### src/rtl/mux_arb_pkg.sv
// Shared types and sizing helpers for the round-robin mux arbiter.
package mux_arb_pkg;

  typedef enum logic {
    IDLE  = 1'b0,
    GRANT = 1'b1
  } state_t;

  localparam int unsigned N_DEFAULT = 32;

  function automatic int unsigned sel_width(input int unsigned n);
    return (n > 1) ? $clog2(n) : 1;
  endfunction

endpackage

### src/rtl/rr_pick.sv
// Combinational rotating priority encoder: first set bit of req at or above ptr, wrapping.
module rr_pick
  import mux_arb_pkg::*;
#(
  parameter int unsigned N  = N_DEFAULT,
  parameter int unsigned SW = sel_width(N)
) (
  input  logic [N-1:0]  req,
  input  logic [SW-1:0] ptr,
  output logic          any,
  output logic [SW-1:0] idx
);

  logic [SW-1:0] w_cand;

  assign any = |req;

  // Scan from the farthest offset down so the nearest set bit overwrites last.
  always_comb begin
    idx    = '0;
    w_cand = '0;
    for (int unsigned k = 0; k < N; k++) begin
      w_cand = ptr + SW'(N - 1 - k);
      if (req[w_cand]) begin
        idx = w_cand;
      end
    end
  end

endmodule

### src/rtl/mux32_rr_arbiter.sv
// Round-robin arbiter driving the 32:1 mux select with a registered data output.
// Optional grant timeout is compiled in with `define MUX_ARB_TIMEOUT_EN.
module mux32_rr_arbiter
  import mux_arb_pkg::*;
#(
  parameter int unsigned N        = N_DEFAULT,
  parameter int unsigned SW       = sel_width(N),
  parameter int unsigned MAX_HOLD = 15
) (
  input  logic          clk,
  input  logic          rst,
  input  logic [N-1:0]  req,
  input  logic          rel,
  input  logic [N-1:0]  ip,
  output logic [SW-1:0] s,
  output logic [N-1:0]  gnt,
  output logic          gv,
  output logic          op,
  output logic          to
);

  state_t        r_state, w_state_nxt;
  logic [SW-1:0] r_ptr, w_ptr_nxt;
  logic [SW-1:0] r_s, w_s_nxt;
  logic [N-1:0]  r_gnt, w_gnt_nxt;
  logic          r_gv, w_gv_nxt;
  logic          r_op;
  logic          w_new_grant;
  logic          w_end;
  logic          w_any;
  logic [SW-1:0] w_idx;
  logic [SW-1:0] w_s_inc;
  logic [SW-1:0] w_scan_ptr;
  logic [N-1:0]  w_onehot;

  assign w_s_inc    = r_s + SW'(1);
  // Re-arbitration at a grant end starts just past the owner, making it lowest priority.
  assign w_scan_ptr = (r_state == GRANT) ? w_s_inc : r_ptr;
  assign w_onehot   = {{(N-1){1'b0}}, 1'b1} << w_idx;

  rr_pick #(
    .N  (N),
    .SW (SW)
  ) u_pick (
    .req (req),
    .ptr (w_scan_ptr),
    .any (w_any),
    .idx (w_idx)
  );

`ifdef MUX_ARB_TIMEOUT_EN
  localparam int unsigned HW = $clog2(MAX_HOLD + 1) + 1;
  localparam logic [HW-1:0] HOLD_LAST = HW'(MAX_HOLD - 1);

  logic [HW-1:0] r_hold;
  logic          r_to;
  logic          w_timeout;

  assign w_timeout = (r_state == GRANT) && (r_hold == HOLD_LAST);
  assign w_end     = rel || !req[r_s] || w_timeout;

  always_ff @(posedge clk or posedge rst) begin
    if (rst) begin
      r_hold <= '0;
      r_to   <= 1'b0;
    end else begin
      r_to <= w_timeout && !rel && req[r_s];
      if (w_new_grant || !w_gv_nxt) begin
        r_hold <= '0;
      end else if (r_gv) begin
        r_hold <= r_hold + HW'(1);
      end
    end
  end

  assign to = r_to;
`else
  assign w_end = rel || !req[r_s];
  assign to    = 1'b0;
`endif

  always_comb begin
    w_state_nxt = r_state;
    w_ptr_nxt   = r_ptr;
    w_s_nxt     = r_s;
    w_gnt_nxt   = r_gnt;
    w_gv_nxt    = r_gv;
    w_new_grant = 1'b0;
    case (r_state)
      IDLE: begin
        w_gnt_nxt = '0;
        w_gv_nxt  = 1'b0;
        if (w_any) begin
          w_s_nxt     = w_idx;
          w_gnt_nxt   = w_onehot;
          w_gv_nxt    = 1'b1;
          w_new_grant = 1'b1;
          w_state_nxt = GRANT;
        end
      end
      GRANT: begin
        if (w_end) begin
          w_ptr_nxt = w_s_inc;
          if (w_any) begin
            w_s_nxt     = w_idx;
            w_gnt_nxt   = w_onehot;
            w_gv_nxt    = 1'b1;
            w_new_grant = 1'b1;
          end else begin
            w_gnt_nxt   = '0;
            w_gv_nxt    = 1'b0;
            w_state_nxt = IDLE;
          end
        end
      end
      default: begin
        w_state_nxt = IDLE;
      end
    endcase
  end

  always_ff @(posedge clk or posedge rst) begin
    if (rst) begin
      r_state <= IDLE;
      r_ptr   <= '0;
      r_s     <= '0;
      r_gnt   <= '0;
      r_gv    <= 1'b0;
      r_op    <= 1'b0;
    end else begin
      r_state <= w_state_nxt;
      r_ptr   <= w_ptr_nxt;
      r_s     <= w_s_nxt;
      r_gnt   <= w_gnt_nxt;
      r_gv    <= w_gv_nxt;
      r_op    <= r_gv ? ip[r_s] : 1'b0;
    end
  end

  assign s   = r_s;
  assign gnt = r_gnt;
  assign gv  = r_gv;
  assign op  = r_op;

endmodule

### config.mk
export PLATFORM = sky130hd
export DESIGN_NAME = mux32_rr_arbiter
export DESIGN_NICKNAME = d
export VERILOG_FILES = /design/src/rtl/mux_arb_pkg.sv /design/src/rtl/rr_pick.sv /design/src/rtl/mux32_rr_arbiter.sv
export SDC_FILE = /design/constraint.sdc
export NUM_CORES = 1
export LEC_CHECK = 0
export CAP_MARGIN = 20
export CORE_MARGIN = 5
export CORE_UTILIZATION = 55
export CTS_CLUSTER_DIAMETER = 40
export DETAILED_ROUTE_END_ITERATION = 8
export HOLD_SLACK_MARGIN = 0.12
export PLACE_DENSITY_LB_ADDON = 0.05
export SKIP_LAST_GASP = 1
export SLEW_MARGIN = 30
export SYNTH_ARGS = -nofsm -noshare
export SYNTH_HDL_FRONTEND = slang
export SYNTH_HIERARCHICAL = 1
export SYNTH_SLANG_ARGS = --single-unit
### constraint.sdc
create_clock -name clk -period 8.8 [get_ports clk]
set_input_delay 1.76 -clock clk [delete_from_list [all_inputs] [get_ports clk]]
set_output_delay 1.76 -clock clk [all_outputs]
set_load 0.05 [all_outputs]
Yosys cells after proc, flatten, opt, wreduce, memory -nomap -nowiden --
Index checks and enable logic that the tools add are counted.
Word-level totals: register bits 45, latch bits 0, bits in writable memories 0, bits in read-only memories 0, input port bits 67, output and inout bits 40, logic and storage cells 191, memories 0
Operators by class: $add $sub $neg 32, $mul 0, div/mod/pow operators 0, $lt $le $gt $ge 33, equal/unequal tests 1, shift-type cells 1, multiplexer cells 113, bitwise logic cells 1, reduce and logical (&&, ||, !) cells 4
Operators by type and width (count):
- < comparator 5 x 6 -> 1 bit (second input constant) | 33
- 2-to-1 mux 5 bit | 35
- binary-select mux 1 bit (select 5 bit) | 34
- adder 5 bit (second input constant) | 16
- 2-to-1 mux 32 bit | 2
- one-hot mux 32 bit (2 select lines) | 1
- adder 5 x 4 -> 5 bit (second input constant) | 8
- 2-to-1 mux 1 bit | 38
- OR reduction 32 bit | 1
- left shift 1 x 5 -> 32 bit (first input constant) | 1
- adder 5 x 3 -> 5 bit (second input constant) | 4
- adder 5 x 1 -> 5 bit (second input constant) | 2
- adder 5 x 2 -> 5 bit (second input constant) | 2
- one-hot mux 5 bit (2 select lines) | 1
- one-hot mux 1 bit (2 select lines) | 2
- != test 2 x 1 -> 1 bit (second input constant) | 1
- AND reduction 2 bit | 1
- zero test 1 bit | 1
- logical OR 1 bit | 1
- NOT 1 bit | 1

Logic depth before layout (Yosys ltp) --
word-level depth 41, gate-level depth with buffers 26, mapped depth without buffers 20

Cells and area by module --
Netlist, hierarchy kept.
Modules (own cells, without submodules):
- rr_pick | times used 1, cells each 618, area an instance 5400.2 um^2, sequential area each 0.0 um^2
- mux32_rr_arbiter | times used 1, cells each 217, area an instance 2653.8 um^2, sequential area each 1126.1 um^2

Least setup slack after synthesis --
Ideal clock, no wire load.
path kind register -> register, start register r_s[0] (netlist: s[0]), end register r_gnt[12] (netlist: gnt[12]), library setup time 128 ps, arrival time 6335 ps, required time 8672 ps, path slack 2337 ps, stages on the path, launching flop included 26, buffers on the path 10, period minus slack after synthesis 6463 ps, cell sequence dfrtp_1 > buf_4 > buf_6 > buf_2 > a21oi_1 > buf_6 > buf_8 > buf_6 > clkbuf_1 > clkinv_1 > ha_1 > buf_2 > clkbuf_1 > mux4_2 > mux4_2 > mux2i_4 > inv_1 > a311o_1 > nor4b_2 > o21ai_1 > a211oi_2 > o221ai_1 > nand2b_1 > buf_1 > nor2_1 > mux2_1
On the way: cells in the longest elaborated chain, start to end 41, elaborated cells between the ends (all ways) 138, those cells by class add/sub (32); eq/ne (1); shift (1); mux (102); reduce/logical (2)
Ends and longest elaborated chain:
- start: declaration | RTL line mux32_rr_arbiter.sv:24 | logic [SW-1:0] r_s, w_s_nxt;
- start signal: assignment | RTL line mux32_rr_arbiter.sv:133 | r_s <= w_s_nxt;
- adder 5 x 1 -> 5 bit (*) | RTL line mux32_rr_arbiter.sv:36 | assign w_s_inc = r_s + SW'(1);
- 2-to-1 mux 5 bit (*) | RTL line mux32_rr_arbiter.sv:38 | assign w_scan_ptr = (r_state == GRANT) ? w_s_inc : r_ptr;
- via w_scan_ptr[0] | RTL line mux32_rr_arbiter.sv:33 | logic [SW-1:0] w_scan_ptr;
- adder 5 bit | RTL line rr_pick.sv:23 | w_cand = ptr + SW'(N - 1 - k);
- binary-select mux 1 bit (select 5 bit) | RTL line rr_pick.sv:24 | if (req[w_cand]) begin
- 2-to-1 mux 1 bit (not written as such) | RTL line rr_pick.sv:24
- 2-to-1 mux 5 bit (31 in a row) | RTL line rr_pick.sv:24
- 2-to-1 mux 5 bit (*) | RTL line rr_pick.sv:24
- via w_idx[2] | RTL line mux32_rr_arbiter.sv:31 | logic [SW-1:0] w_idx;
- left shift 1 x 5 -> 32 bit (*) | RTL line mux32_rr_arbiter.sv:39 | assign w_onehot = {{(N-1){1'b0}}, 1'b1} << w_idx;
- 2-to-1 mux 32 bit (*) | RTL line mux32_rr_arbiter.sv:93, mux32_rr_arbiter.sv:104
- 2-to-1 mux 32 bit | RTL line mux32_rr_arbiter.sv:102 | if (w_end) begin
- one-hot mux 32 bit (2 select lines) (*) | RTL line mux32_rr_arbiter.sv:89 | case (r_state)
- end signal: assignment | RTL line mux32_rr_arbiter.sv:134 | r_gnt <= w_gnt_nxt;
- end: declaration | RTL line mux32_rr_arbiter.sv:25 | logic [N-1:0] r_gnt, w_gnt_nxt;
The timed path passes the listed nets; every way through them passes the cells marked *. The select of a mux whose other input is x is not followed. A chain may end at the register's enable or synchronous reset.

Worst setup path after layout --
start register r_s[1] (netlist: s[1]), end register r_gnt[6] (netlist: gnt[6])
On the way: cells in the longest elaborated chain, start to end 41, elaborated cells between the ends (all ways) 138, those cells by class add/sub (32); eq/ne (1); shift (1); mux (102); reduce/logical (2)
Ends and longest elaborated chain:
- adder 5 x 1 -> 5 bit (*) | RTL line mux32_rr_arbiter.sv:36
- via w_s_inc[1] | RTL line mux32_rr_arbiter.sv:32 | logic [SW-1:0] w_s_inc;
- 2-to-1 mux 5 bit (*) | RTL line mux32_rr_arbiter.sv:38
- via w_scan_ptr[1] | RTL line mux32_rr_arbiter.sv:33
- adder 5 bit | RTL line rr_pick.sv:23
- binary-select mux 1 bit (select 5 bit) | RTL line rr_pick.sv:24
- 2-to-1 mux 1 bit (not written as such) | RTL line rr_pick.sv:24
- 2-to-1 mux 5 bit (31 in a row) | RTL line rr_pick.sv:24
- 2-to-1 mux 5 bit (*) | RTL line rr_pick.sv:24
- via w_idx[3] | RTL line mux32_rr_arbiter.sv:31
- left shift 1 x 5 -> 32 bit (*) | RTL line mux32_rr_arbiter.sv:39
- 2-to-1 mux 32 bit (*) | RTL line mux32_rr_arbiter.sv:93, mux32_rr_arbiter.sv:104
- 2-to-1 mux 32 bit | RTL line mux32_rr_arbiter.sv:102
- one-hot mux 32 bit (2 select lines) (*) | RTL line mux32_rr_arbiter.sv:89
Marks and branches as above.

==> impl_results.md <==
* Outcome: completed
* Post-Syn Area at 8050 sq um
* Final hold vios at 0
* CP Capture Type: register
* Register area at 1130 sq um
* Worst Skew at 0.00704 ns
* R2r endpoint: gnt[6]$_DFFE_PP0P_
* Clock buffers created by TritonCTS at 5
* Worst Hold Endpoint: gnt[21]$_DFFE_PP0P_
* Clock root cell: clkbuf_16
* Initial Utilization at 0.558
* Post-synthesis net count at 916
* Die width at 131 um
* Most common cell after layout, fill and taps aside: clkdlybuf4s50_1
* Clk buf depth at 2
* Syn avg cell area at 9.65 sq um
* Register-to-Register Path Depth at 18
* Post-synth top area share at 0.257
* Worst Max-Slew Pin Slew at 0.937 ns
* Wire length per cell at 26.6 um
* Hold wc startpoint: gnt[21]$_DFFE_PP0P_
* First-pass GRT wire length at 45800 um
* PortBufs at 105
* Layout area overhead at 16.9%
* Async set-or-reset flop fraction in the synthesized netlist at 1.00
* Layout cell share with drive strength beyond 1 at 0.193
* HPWL after DPL at 21900 um
* Unrepaired setup endpoints after global routing: false
* Peak Freq at 0.143 GHz
* Clock latency on the worst-skew pair at 0.29 ns
* I/O pin count at 107
* Synth top area cells: mux4_2 (26%), dfrtp_1 (14%), mux2i_1 (7.6%), mux2_1 (4.6%), nand2_1 (3.5%)
* Core Region at 14400 sq um
* Die Height at 131 um
* Synth Flop Type: dfrtp_1
* Final Max Slew Viols at 0
* Final wirelength at 29100 um
* Reg-to-Reg Start: s[1]$_DFFE_PP0P_
* Post-CTS sizing at 0
* Final setup viols at 0
* # hold bufs at CTS at 0
* Setup CP Type: register to register
* Setup Total Neg Slack at 0 ns
* Die area at 17200 sq um
* Vias in the first global route at 8188
* Multi-input gate area at 6580 sq um
* Overall routing resource usage at 0.344
* Largest net degree at the start of global routing at 51
* Max Cap Viol at 0
* Worst Hold Path Cells at 1
* Post-synthesis sequential area ratio at 0.140
* Vias at 8150
* Clk slew on worst S/H paths at 0.07 ns
* Post-synth cell types at 80
* Slew headroom at 0.357
* Final worst path period share at 0.797
* Vias per inst at 7.44
* Layout fillers at 1169
* Post-CTS Setup Inserts at 0
* Initial antenna violation count at 0
* Nets at 991
* Rows at 44
* Yosys Warn Count at 6
* Commonest cells after routing, fill and taps aside: clkdlybuf4s50_1 (105), mux4_2 (92), nand2_1 (76)
* Htree depth at 2
* Min Tclk post-route at 7.02 ns
* Number of DRC markers in iteration 0 at 1147
* Required time of the critical path at 8.96 ns
* Grt total ovfl at 0
* # DRC at 0
* HP Class: register to register
* Kind of start point of the critical path: register
* Number of synthesized register bits at 45
* RePlAce Congestion at 1.13
* CTS tree: done
* Gate Count Post-Synth at 835
* DRT antenna net count at 0
* Flop2flop setup slack at 1.78 ns
* Post-synth top area cell: mux4_2
* EDFF count, synth at 0
* Clock sink count at 45
* Critical Path AT at 7.18 ns
* DRT Pass-1 Iters at 6
* CP max FO at 45
[metal layers]
layer,GRT usage,share of wire,vias to the layer above
met5,0,0,-
met4,0.188,0.064,0
met3,0.0537,0.10,137
met1,0.449,0.37,3945
met2,0.549,0.46,644
li1,-,-,3424
[critical path, cell delays in order (launching register included)]
cell       delay [ns]
dfrtp_1          0.64
ha_1             0.43
mux2_2           0.16
buf_4            0.52
ha_1             0.75
a21boi_0         0.34
xnor2_1          0.50
mux4_2           0.40
mux2i_1          0.59
nor2_1           0.12
a311o_1          0.33
a31oi_1          0.25
o2111ai_1        0.22
a211oi_1         0.48
a311o_1          0.42
nor2b_1          0.18
nand2_1          0.15
nor2_1           0.06
mux2_1           0.31
[registers in the layout (all words and copies together), names as in the netlist]
signal,flops
gnt,32
r_ptr,5
s,5
gv,1
op,1
r_state,1
[metrics by stage]
stage / std cells / hold WS [ns] / setup WS (ns) / instance area [sq um] / util
finish: 1096 / 0.492 / 1.78 / 9410 / 0.653
global route: 1095 / 0.514 / 1.47 / 9410 / 0.652
CTS: 1095 / 0.497 / 1.98 / 9410 / 0.652
detailed placement: 1087 / 0.481 / 2.03 / 9220 / 0.639
global placement: 1087 / 0.470 / 2.18 / 9210 / 0.638
floorplan: 835 / 0.460 / 2.34 / 8050 / -
[worst max path at each step]
stage / end / startpoint / cells past startpoint / slack (ns)
after floorplan: gnt[12]$_DFFE_PP0P_ / s[0]$_DFFE_PP0P_ / 25 / 2.34
after global placement: gnt[12]$_DFFE_PP0P_ / s[1]$_DFFE_PP0P_ / 18 / 2.18
after detailed placement: gnt[13]$_DFFE_PP0P_ / s[1]$_DFFE_PP0P_ / 16 / 2.03
after CTS: gnt[13]$_DFFE_PP0P_ / s[1]$_DFFE_PP0P_ / 17 / 1.98
after global routing: gnt[12]$_DFFE_PP0P_ / s[1]$_DFFE_PP0P_ / 18 / 1.47
final: gnt[6]$_DFFE_PP0P_ / s[1]$_DFFE_PP0P_ / 18 / 1.78
[synthesized netlist by cell type (5+ instances only)]
cell and number:
a2111oi_0 8, a211oi_1 8, a21boi_0 6, a21oi_1 29, a221oi_1 7, a31oi_1 6
and2_1 5, and3_1 5, buf_1 5, buf_2 10, buf_6 8, clkbuf_1 30
dfrtp_1 45, ha_1 14, inv_1 19, mux2_1 33, mux2_2 24, mux2i_1 61
mux4_2 92, nand2_1 76, nand2b_1 14, nand3_1 21, nand4_1 12, nor2_1 75
nor2b_1 12, nor3_1 8, nor4_1 9, o2111ai_1 6, o211ai_1 9, o21ai_0 33
o21ai_1 9, o221ai_1 7, o22ai_1 5, or2_2 5, xnor2_1 18, xnor2_2 5
xor2_1 13
[area by class of cell]
class	instances	share of cell area
Multi-Input combinational cell	711	0.699
Timing Repair Buffer	124	0.127
Sequential cell	45	0.120
Tap cell	184	0.0245
Clock buffer	5	0.0133
Inverter	23	0.00917
Clock inverter	3	0.00731
Antenna cell	1	0.000266
[kinds of logic after synthesis]
group / Yosys count / share of synthesized area
AND/OR/NAND/NOR: 262 / 0.158
multiplexers: 213 / 0.419
flip-flops: 45 / 0.140
buffers and inverters: 79 / 0.0482
other: 1 / 0.000466
XOR/XNOR: 36 / 0.0438
adder cells (fa/ha/maj): 14 / 0.0217
AO/OA/AOI/OAI: 185 / 0.169
Power is not shown: default switching activity piles up to over one toggle a cycle in this logic, so the estimate is an artifact.
